`config.mk`:
```
export PLATFORM = sky130hd
export DESIGN_NAME = spi_master_ctrl
export DESIGN_NICKNAME = d
export VERILOG_FILES = /design/src/rtl/spi_master_ctrl.sv
export SDC_FILE = /design/constraint.sdc
export NUM_CORES = 1
export LEC_CHECK = 0
export BUFFER_PORTS_ARGS = -buffer_cell sky130_fd_sc_hd__buf_2
export CORE_MARGIN = 2
export CORE_UTILIZATION = 55
export DETAILED_ROUTE_END_ITERATION = 10
export HOLD_SLACK_MARGIN = 0.12
export MAX_ROUTING_LAYER = met4
export PLACE_DENSITY = 0.74
export SLEW_MARGIN = 20
export SYNTH_ARGS = -nofsm -noshare
export SYNTH_HDL_FRONTEND = slang
export SYNTH_SLANG_ARGS = --single-unit
```
`constraint.sdc`:
```
create_clock -name clk -period 2.85 [get_ports clk]
set_input_delay 0.285 -clock clk [delete_from_list [all_inputs] [get_ports clk]]
set_output_delay 0.285 -clock clk [all_outputs]
set_load 0.02 [all_outputs]
```
`src/rtl/spi_master_ctrl.sv`:
```
// SPI master frame controller: SS_n select, 3-bit op header, 8-bit payload and,
// for read-data frames, a turnaround cycle followed by an 8-bit MISO capture.
module spi_master_ctrl (
    input  logic       clk,
    input  logic       rst_n,
    input  logic       start,
    input  logic [1:0] op,
    input  logic [7:0] din,
    output logic       busy,
    output logic       done,
    output logic [7:0] dout,
    output logic       SS_n,
    output logic       MOSI,
    input  logic       MISO
);

    typedef enum logic [2:0] {
        StIdle,
        StSel,
        StCmd,
        StPayload,
        StTurn,
        StRxd,
        StEnd
    } state_t;

    localparam logic [1:0] OpReadData = 2'b11;

    state_t     state_q, state_d;
    logic [4:0] cnt_q, cnt_d;
    logic [1:0] op_q, op_d;
    logic [7:0] din_q, din_d;
    logic [7:0] rx_q, rx_d;
    logic [7:0] dout_q, dout_d;
    logic       ss_n_q, ss_n_d;
    logic       mosi_q, mosi_d;
    logic [2:0] pay_idx;

    always_ff @(posedge clk or negedge rst_n) begin
        if (!rst_n) begin
            state_q <= StIdle;
            cnt_q   <= '0;
            op_q    <= '0;
            din_q   <= '0;
            rx_q    <= '0;
            dout_q  <= '0;
            ss_n_q  <= 1'b1;
            mosi_q  <= 1'b0;
        end else begin
            state_q <= state_d;
            cnt_q   <= cnt_d;
            op_q    <= op_d;
            din_q   <= din_d;
            rx_q    <= rx_d;
            dout_q  <= dout_d;
            ss_n_q  <= ss_n_d;
            mosi_q  <= mosi_d;
        end
    end

    // cnt_q equals the frame cycle index n while SS_n is low
    always_comb begin
        state_d = state_q;
        cnt_d   = cnt_q;
        op_d    = op_q;
        din_d   = din_q;
        rx_d    = rx_q;
        dout_d  = dout_q;
        unique case (state_q)
            StIdle: begin
                cnt_d = '0;
                if (start) begin
                    op_d    = op;
                    din_d   = din;
                    state_d = StSel;
                end
            end
            StSel: begin
                cnt_d   = cnt_q + 5'd1;
                state_d = StCmd;
            end
            StCmd: begin
                cnt_d = cnt_q + 5'd1;
                if (cnt_q == 5'd2) state_d = StPayload;
            end
            StPayload: begin
                if (cnt_q == 5'd10) begin
                    if (op_q == OpReadData) begin
                        cnt_d   = cnt_q + 5'd1;
                        state_d = StTurn;
                    end else begin
                        cnt_d   = '0;
                        state_d = StEnd;
                    end
                end else begin
                    cnt_d = cnt_q + 5'd1;
                end
            end
            StTurn: begin
                cnt_d   = cnt_q + 5'd1;
                state_d = StRxd;
            end
            StRxd: begin
                rx_d = {rx_q[6:0], MISO};
                if (cnt_q == 5'd19) begin
                    cnt_d   = '0;
                    dout_d  = {rx_q[6:0], MISO};
                    state_d = StEnd;
                end else begin
                    cnt_d = cnt_q + 5'd1;
                end
            end
            StEnd: begin
                cnt_d   = '0;
                state_d = StIdle;
            end
            default: begin
                cnt_d   = '0;
                state_d = StIdle;
            end
        endcase
    end

    // Serial outputs are decoded from the next state so they are registered
    // and aligned with the state they belong to.
    always_comb begin
        ss_n_d  = (state_d == StIdle) || (state_d == StEnd);
        mosi_d  = 1'b0;
        pay_idx = 3'(5'd10 - cnt_d);
        unique case (state_d)
            StSel:     mosi_d = op_d[1];
            StCmd:     mosi_d = (cnt_d == 5'd1) ? op_d[1] : op_d[0];
            StPayload: mosi_d = (op_d == OpReadData) ? 1'b1 : din_d[pay_idx];
            StTurn:    mosi_d = 1'b1;
            StRxd:     mosi_d = 1'b1;
            default:   mosi_d = 1'b0;
        endcase
    end

    assign busy = (state_q != StIdle);
    assign done = (state_q == StEnd);
    assign dout = dout_q;
    assign SS_n = ss_n_q;
    assign MOSI = mosi_q;

endmodule

```
Word-level counts from Yosys, hierarchy flattened. Index checks and enable logic that the tools add are counted.

Word-level logic and storage cells: 55. Output and inout bits: 12. Register bits after elaboration: 35. Bits of input ports: 14.

Reduce and logical (&&, ||, !) cells: 7. Equal/unequal tests: 18. Mux-type cells: 19. Magnitude comparators: 1. Add/sub/neg operators: 2.

Operator list (number): == test 3 bit, second input constant (6); case mux 3 bit (6 select lines) (1); two-way mux 8 bit (2); two-way mux 5 bit (3); case mux 5 bit (3 select lines) (1); == test 3 x 2 -> 1 bit, second input constant (4); two-way mux 3 bit (4); == test 3 x 1 -> 1 bit, second input constant (2); logical NOT 3 bit (2); two-way mux 2 bit (3); adder 5 x 1 -> 5 bit, second input constant (1); == test 5 x 1 -> 1 bit, second input constant (1); == test 5 x 2 -> 1 bit, second input constant (1); == test 5 x 4 -> 1 bit, second input constant (1); == test 5 bit, second input constant (1); == test 2 bit, second input constant (2); less-than comparator 3 x 4 -> 1 bit, second input constant (1); case mux 1 bit (4 select lines) (1); binary-select mux 1 bit (select 3 bit) (1); two-way mux 1 bit (3); nonzero test 3 bit (1); OR reduction 3 bit (1); subtractor 2 x 3 -> 3 bit, first input constant (1); AND reduction 2 bit (1); other kinds (2) (2).

Depth between registers and ports, before layout.
Word-level depth: 9. Depth in mapped cells: 9. Gate-level depth less buffers: 8.

Worst setup path before layout. Ideal clock, no wire load.

Path kind: reg2reg. From: register cnt_q[1]. To: register mosi_q (netlist: MOSI). Stages on the path, launching flop included: 8. Period minus slack after synthesis: 2.343 ns. Slack: 0.507 ns. Buffers on the path: 0. Data arrival time: 2.219 ns. Required time: 2.726 ns. Library setup time: 0.124 ns. Path through: dfrtp_1 > ha_1 > and4bb_1 > a311oi_1 > o21ai_2 > nor4_1 > mux2_2 > a211o_1.

Word-level cells in the longest chain between the ends: 9. Elaborated cells between the ends (all ways): 25. Those cells by class: add/sub: 2; eq/ne: 9; mux: 13; reduce/logical: 1.

Ends and longest elaborated chain: start: declaration (RTL line 30) `logic [4:0] cnt_q, cnt_d;`; start signal: assignment (RTL line 51) `cnt_q <= cnt_d;`; adder 5 x 1 -> 5 bit; two-way mux 5 bit (RTL line 88) `if (op_q == OpReadData) begin`; two-way mux 5 bit (RTL line 87) `if (cnt_q == 5'd10) begin`; case mux 5 bit (3 select lines) (RTL line 69) `unique case (state_q)`; subtractor 2 x 3 -> 3 bit (RTL line 129) `pay_idx = 3'(5'd10 - cnt_d);`; binary-select mux 1 bit (select 3 bit) (RTL line 133) `StPayload: mosi_d = (op_d == OpReadData) ? 1'b1 : din_d[pay_idx];`; two-way mux 1 bit (implied by the code) (RTL line 133); two-way mux 1 bit (RTL line 133); case mux 1 bit (4 select lines) (*) (RTL line 130) `unique case (state_d)`; named net mosi_d (RTL line 36) `logic mosi_q, mosi_d;`; end signal: assignment (RTL line 57) `mosi_q <= mosi_d;`; end: declaration (RTL line 36).

Mark *: on every way through the listed nets, which the timed path passes. The rest lies on a longest branch. The select of a mux whose other input is x is not followed. A chain may end at the register's enable or synchronous reset.

Worst setup path after layout. Same ends and word-level chain as after synthesis.

==> results.txt <==
The run finished with clean final reports. The row count is 20. The total negative setup slack came out at 0 ns. The number of clock buffers inserted by TritonCTS came out at 5. The number of top-level pins is 26. The clock tree synthesis step divided the H-tree into 2 levels. The buffer cell driving the clock tree root is clkbuf_4.

The instance count of the mapped netlist is approximately 150. The worst setup path is launched from a flop. The final count of negative-setup-slack endpoints came out at 0. The number of antenna-violating nets in the routed design came out at 0. The number of DRC markers after the initial detailed-route iteration came out at 63. The number of filler cells placed in the layout is between 200 and 300.

The core footprint came out at 0.00300 sq mm. The relative contribution of combinational cells to total power is 40.1%. Of the synthesized area, sequential elements account for about 51%. The die area is 0.00359 sq mm. The maximum number of pins on one net before global-route repair came out at 36.

The wire-length estimate of the detail-placed layout is around 2300 um. By startpoint and endpoint, the worst setup path is classified as reg -> reg. The amount of wire on met3 after detailed routing is 176 um.

The number of nets in the synthesized netlist is 164. The number of antenna repair diodes came out at 0. The count of final max-slew check failures is 0. Summing every instance area after synthesis gives 0.00172 sq mm. The detail-routed net length per standard cell is 15.2 um. The routability congestion estimate came out at 0.847. The leakage component of the power is approximately 0.97 nW. For this block, wires on met1 add up to 1420 um. The x dimension of the die is 59.9 um. The first-pass GRT wire length came out at 5370 um. Across the VDD grid, the largest voltage drop is around 520 uV. The global route total overflow is 0. The met2 wire length came out at between 1500 and 2000 um.

Setup repair after global routing left no endpoint under its margin. Summed over all layers, the routed wires come to around 3200 um. The minimum clock period after layout is around 2.5 ns. The number of unique standard cell types used by synthesis is 42. Measured against its own limit, the worst slew margin works out to approximately half. The die is 59.9 um tall. The part of the total power dissipated in the clock network is 19.9%. Global routing consumed, over all layers together, 21.1% of the routing resources.

Of the cells placed in the final design, the portion with a size suffix greater than 1 is a little over a third. In this run the top signal layer used is met4. Registers are responsible for about two fifths of the overall power. The mean cell area of the mapped netlist came out at roughly 12 sq um. The hold violation count in the final report came to 0. The layout net count is 193. Compared with the post-synthesis result, the final layout area differs by 14.5%.

The min-delay analysis places its worst path in the category in -> reg. TritonCTS built the clock tree. Of the total power, the share spent switching nets is a little over a third.

The register-to-register path setup slack is between 0.3 and 0.4 ns. The overall via count from detail_route is 1240. The maximum fanout along the worst path came out at 5. The maximum frequency from static timing analysis is 394 MHz.

The starting density of the core is 57.3%. The post-route fraction of the period consumed by the critical path is 89.0%. The number of global-route vias before repair is 1174. The count of buffers inserted at the top-level ports came out at 25. The post-CTS repair timing setup buffer count is 0.

Data arrives at the worst endpoint at 2.77 ns. The insertion delay to the later sink of the worst-skew pair is 0.34 ns. The power per cell area is 955 mW/mm^2. The maximum clock skew at final layout came out at 0.00551 ns.

The maximum count of clock buffers along a single path came out at 2. After clock tree synthesis, the clock-pin slew on the worst setup and hold paths is 0.11 ns. The register bit count reported by yosys is 35. The internal power summed over all cells came out at 1.20 mW.

The data required time of the worst path is 3.09 ns. The max-capacitance violation count is 0. The count of flip-flops with a built-in enable after synthesis is 0. The fraction of registers with async set/reset came out at 100%.

The end-of-flow core utilization came out at around 66%. The pre-antenna-repair detailed-routing pass consisted of 7 iterations. The register cell area after layout is 877 sq um. The total net switching power came out at 0.686 mW.

The Yosys warning count is 0. The area occupied by multi-input gates came out at 782 sq um. The clock sink count came out at 35. At the pin with the least slew margin, the transition time is 0.772 ns. The remaining routing DRC violations came out at 0.

In the synthesized netlist the dominant register cell turns out to be dfrtp_1. The type of destination of the critical path is a flop. The initial antenna violation count is 0. The sum of internal, switching and leakage power came out at 1.88 mW.

The via count normalized by instance count came out at 5.88.
worst paths after layout:
path                       cells after the start         end      from
hold / removal                                 3    din_q[4]    din[4]
min in group asynchronous                      2     dout[5]     rst_n
setup / recovery                               7        MOSI  cnt_q[1]
max in group asynchronous                      2  state_q[0]     rst_n
hold reg to reg                                1     dout[3]   dout[3]
setup reg to reg                               7        MOSI  cnt_q[1]
final cells by class:
type	count	share of cell area [%]
multi-input combinational	99	39.7
clock buffer	6	2.60
timing repair buffer	29	8.00
inverter	7	1.33
tap	33	2.10
clock inverter	2	1.78
sequential	35	44.5
layout by cell type, fill, tap and decap left out, drive strengths merged, types with 3 or more instances in the layout:
cell type,n
mux2,24
nor2,8
nand3,7
nand2,7
inv,7
nor4b,3
clkbuf,6
dfrtp,34
and2,3
nor2b,4
o21ai,6
a31oi,3
buf,28
nor3,3
a211o,3
nor4,3
power by group through the flow:
| stage | clock, mW | sequential, mW | combinational, mW |
|---|---|---|---|
| 6_report | 0.375 | 0.753 | 0.754 |
| 5_1_grt | 0.403 | 0.774 | 0.848 |
| 4_1_cts | 0.383 | 0.752 | 0.755 |
| 3_5_place_dp | 0 | 0.759 | 0.750 |
| 3_3_place_gp | 0 | 0.749 | 0.727 |
| 2_1_floorplan | 0 | 0.708 | 0.624 |
state kept, by name, indices dropped and copies added (netlist names):
register  count
din_q         8
dout          8
rx_q          7
cnt_q         5
state_q       3
op_q          2
MOSI          1
SS_n          1
logic make-up after synthesis:
group / count (synthesis) / share of synthesized area (%)
multiplexers: 25 / 16.3
buffers and inverters: 14 / 3.56
XOR/XNOR: 3 / 1.53
AO/OA/AOI/OAI: 22 / 9.38
AND/OR/NAND/NOR: 47 / 16.8
adder cells (fa/ha/maj): 2 / 1.45
flip-flops: 35 / 51.0
critical path: stages (launching register included):
cell and delay (ns):
dfrtp_1 0.44, ha_1 0.26, and4bb_1 0.27, a311oi_1 0.38
o21ai_2 0.12, nor4_1 0.29, mux2_2 0.38, a211o_1 0.29
timing repair:
item | CTS | global route
hold buffers | 1 | 0
setup endpoints to repair | 0 | 0
gates resized for setup | 0 | 0
endpoints found under the hold margin | 34 | 0
synthesized netlist by cell type, types with 2 or more instances:
| cell type | n | area share [%] |
|---|---|---|
| nor2_1 | 8 | 1.7 |
| nand2_1 | 7 | 1.5 |
| ha_1 | 2 | 1.5 |
| nand3_1 | 7 | 2.0 |
| clkbuf_1 | 2 | 0.44 |
| nor3_1 | 3 | 0.87 |
| nand2b_1 | 2 | 0.73 |
| dfrtp_1 | 34 | 49 |
| nor2b_1 | 4 | 1.5 |
| a211o_1 | 3 | 1.5 |
| mux2_2 | 24 | 16 |
| inv_1 | 7 | 1.5 |
| a2bb2oi_1 | 2 | 1.0 |
| nor4b_1 | 2 | 1.0 |
| nor4_1 | 3 | 1.1 |
| o21ai_0 | 5 | 1.5 |
| and2_1 | 3 | 1.1 |
| a31oi_1 | 3 | 1.1 |
| buf_2 | 3 | 0.87 |
| xor2_1 | 2 | 1.0 |
stage by stage:
stage | hold slack, ns | std cells | setup slack (ns) | instance area [sq um]
2_1_floorplan | -0.0106 | 148 | 0.507 | 1720
3_3_place_gp | 0.380 | 202 | 0.518 | 1870
4_1_cts | 0.150 | 211 | 0.317 | 1970
6_report | 0.161 | 211 | 0.314 | 1970
5_1_grt | 0.156 | 211 | 0.175 | 1970
3_5_place_dp | 0.404 | 202 | 0.347 | 1870
metal layers:
| metal | vias to the layer above | GRT usage, % |
|---|---|---|
| li1 | 598 | - |
| met1 | 591 | 26.7 |
| met2 | 45 | 32.0 |
| met3 | 6 | 6.06 |
| met4 | 0 | 8.25 |
| met5 | - | - |
(Power assumes the default switching activity.)
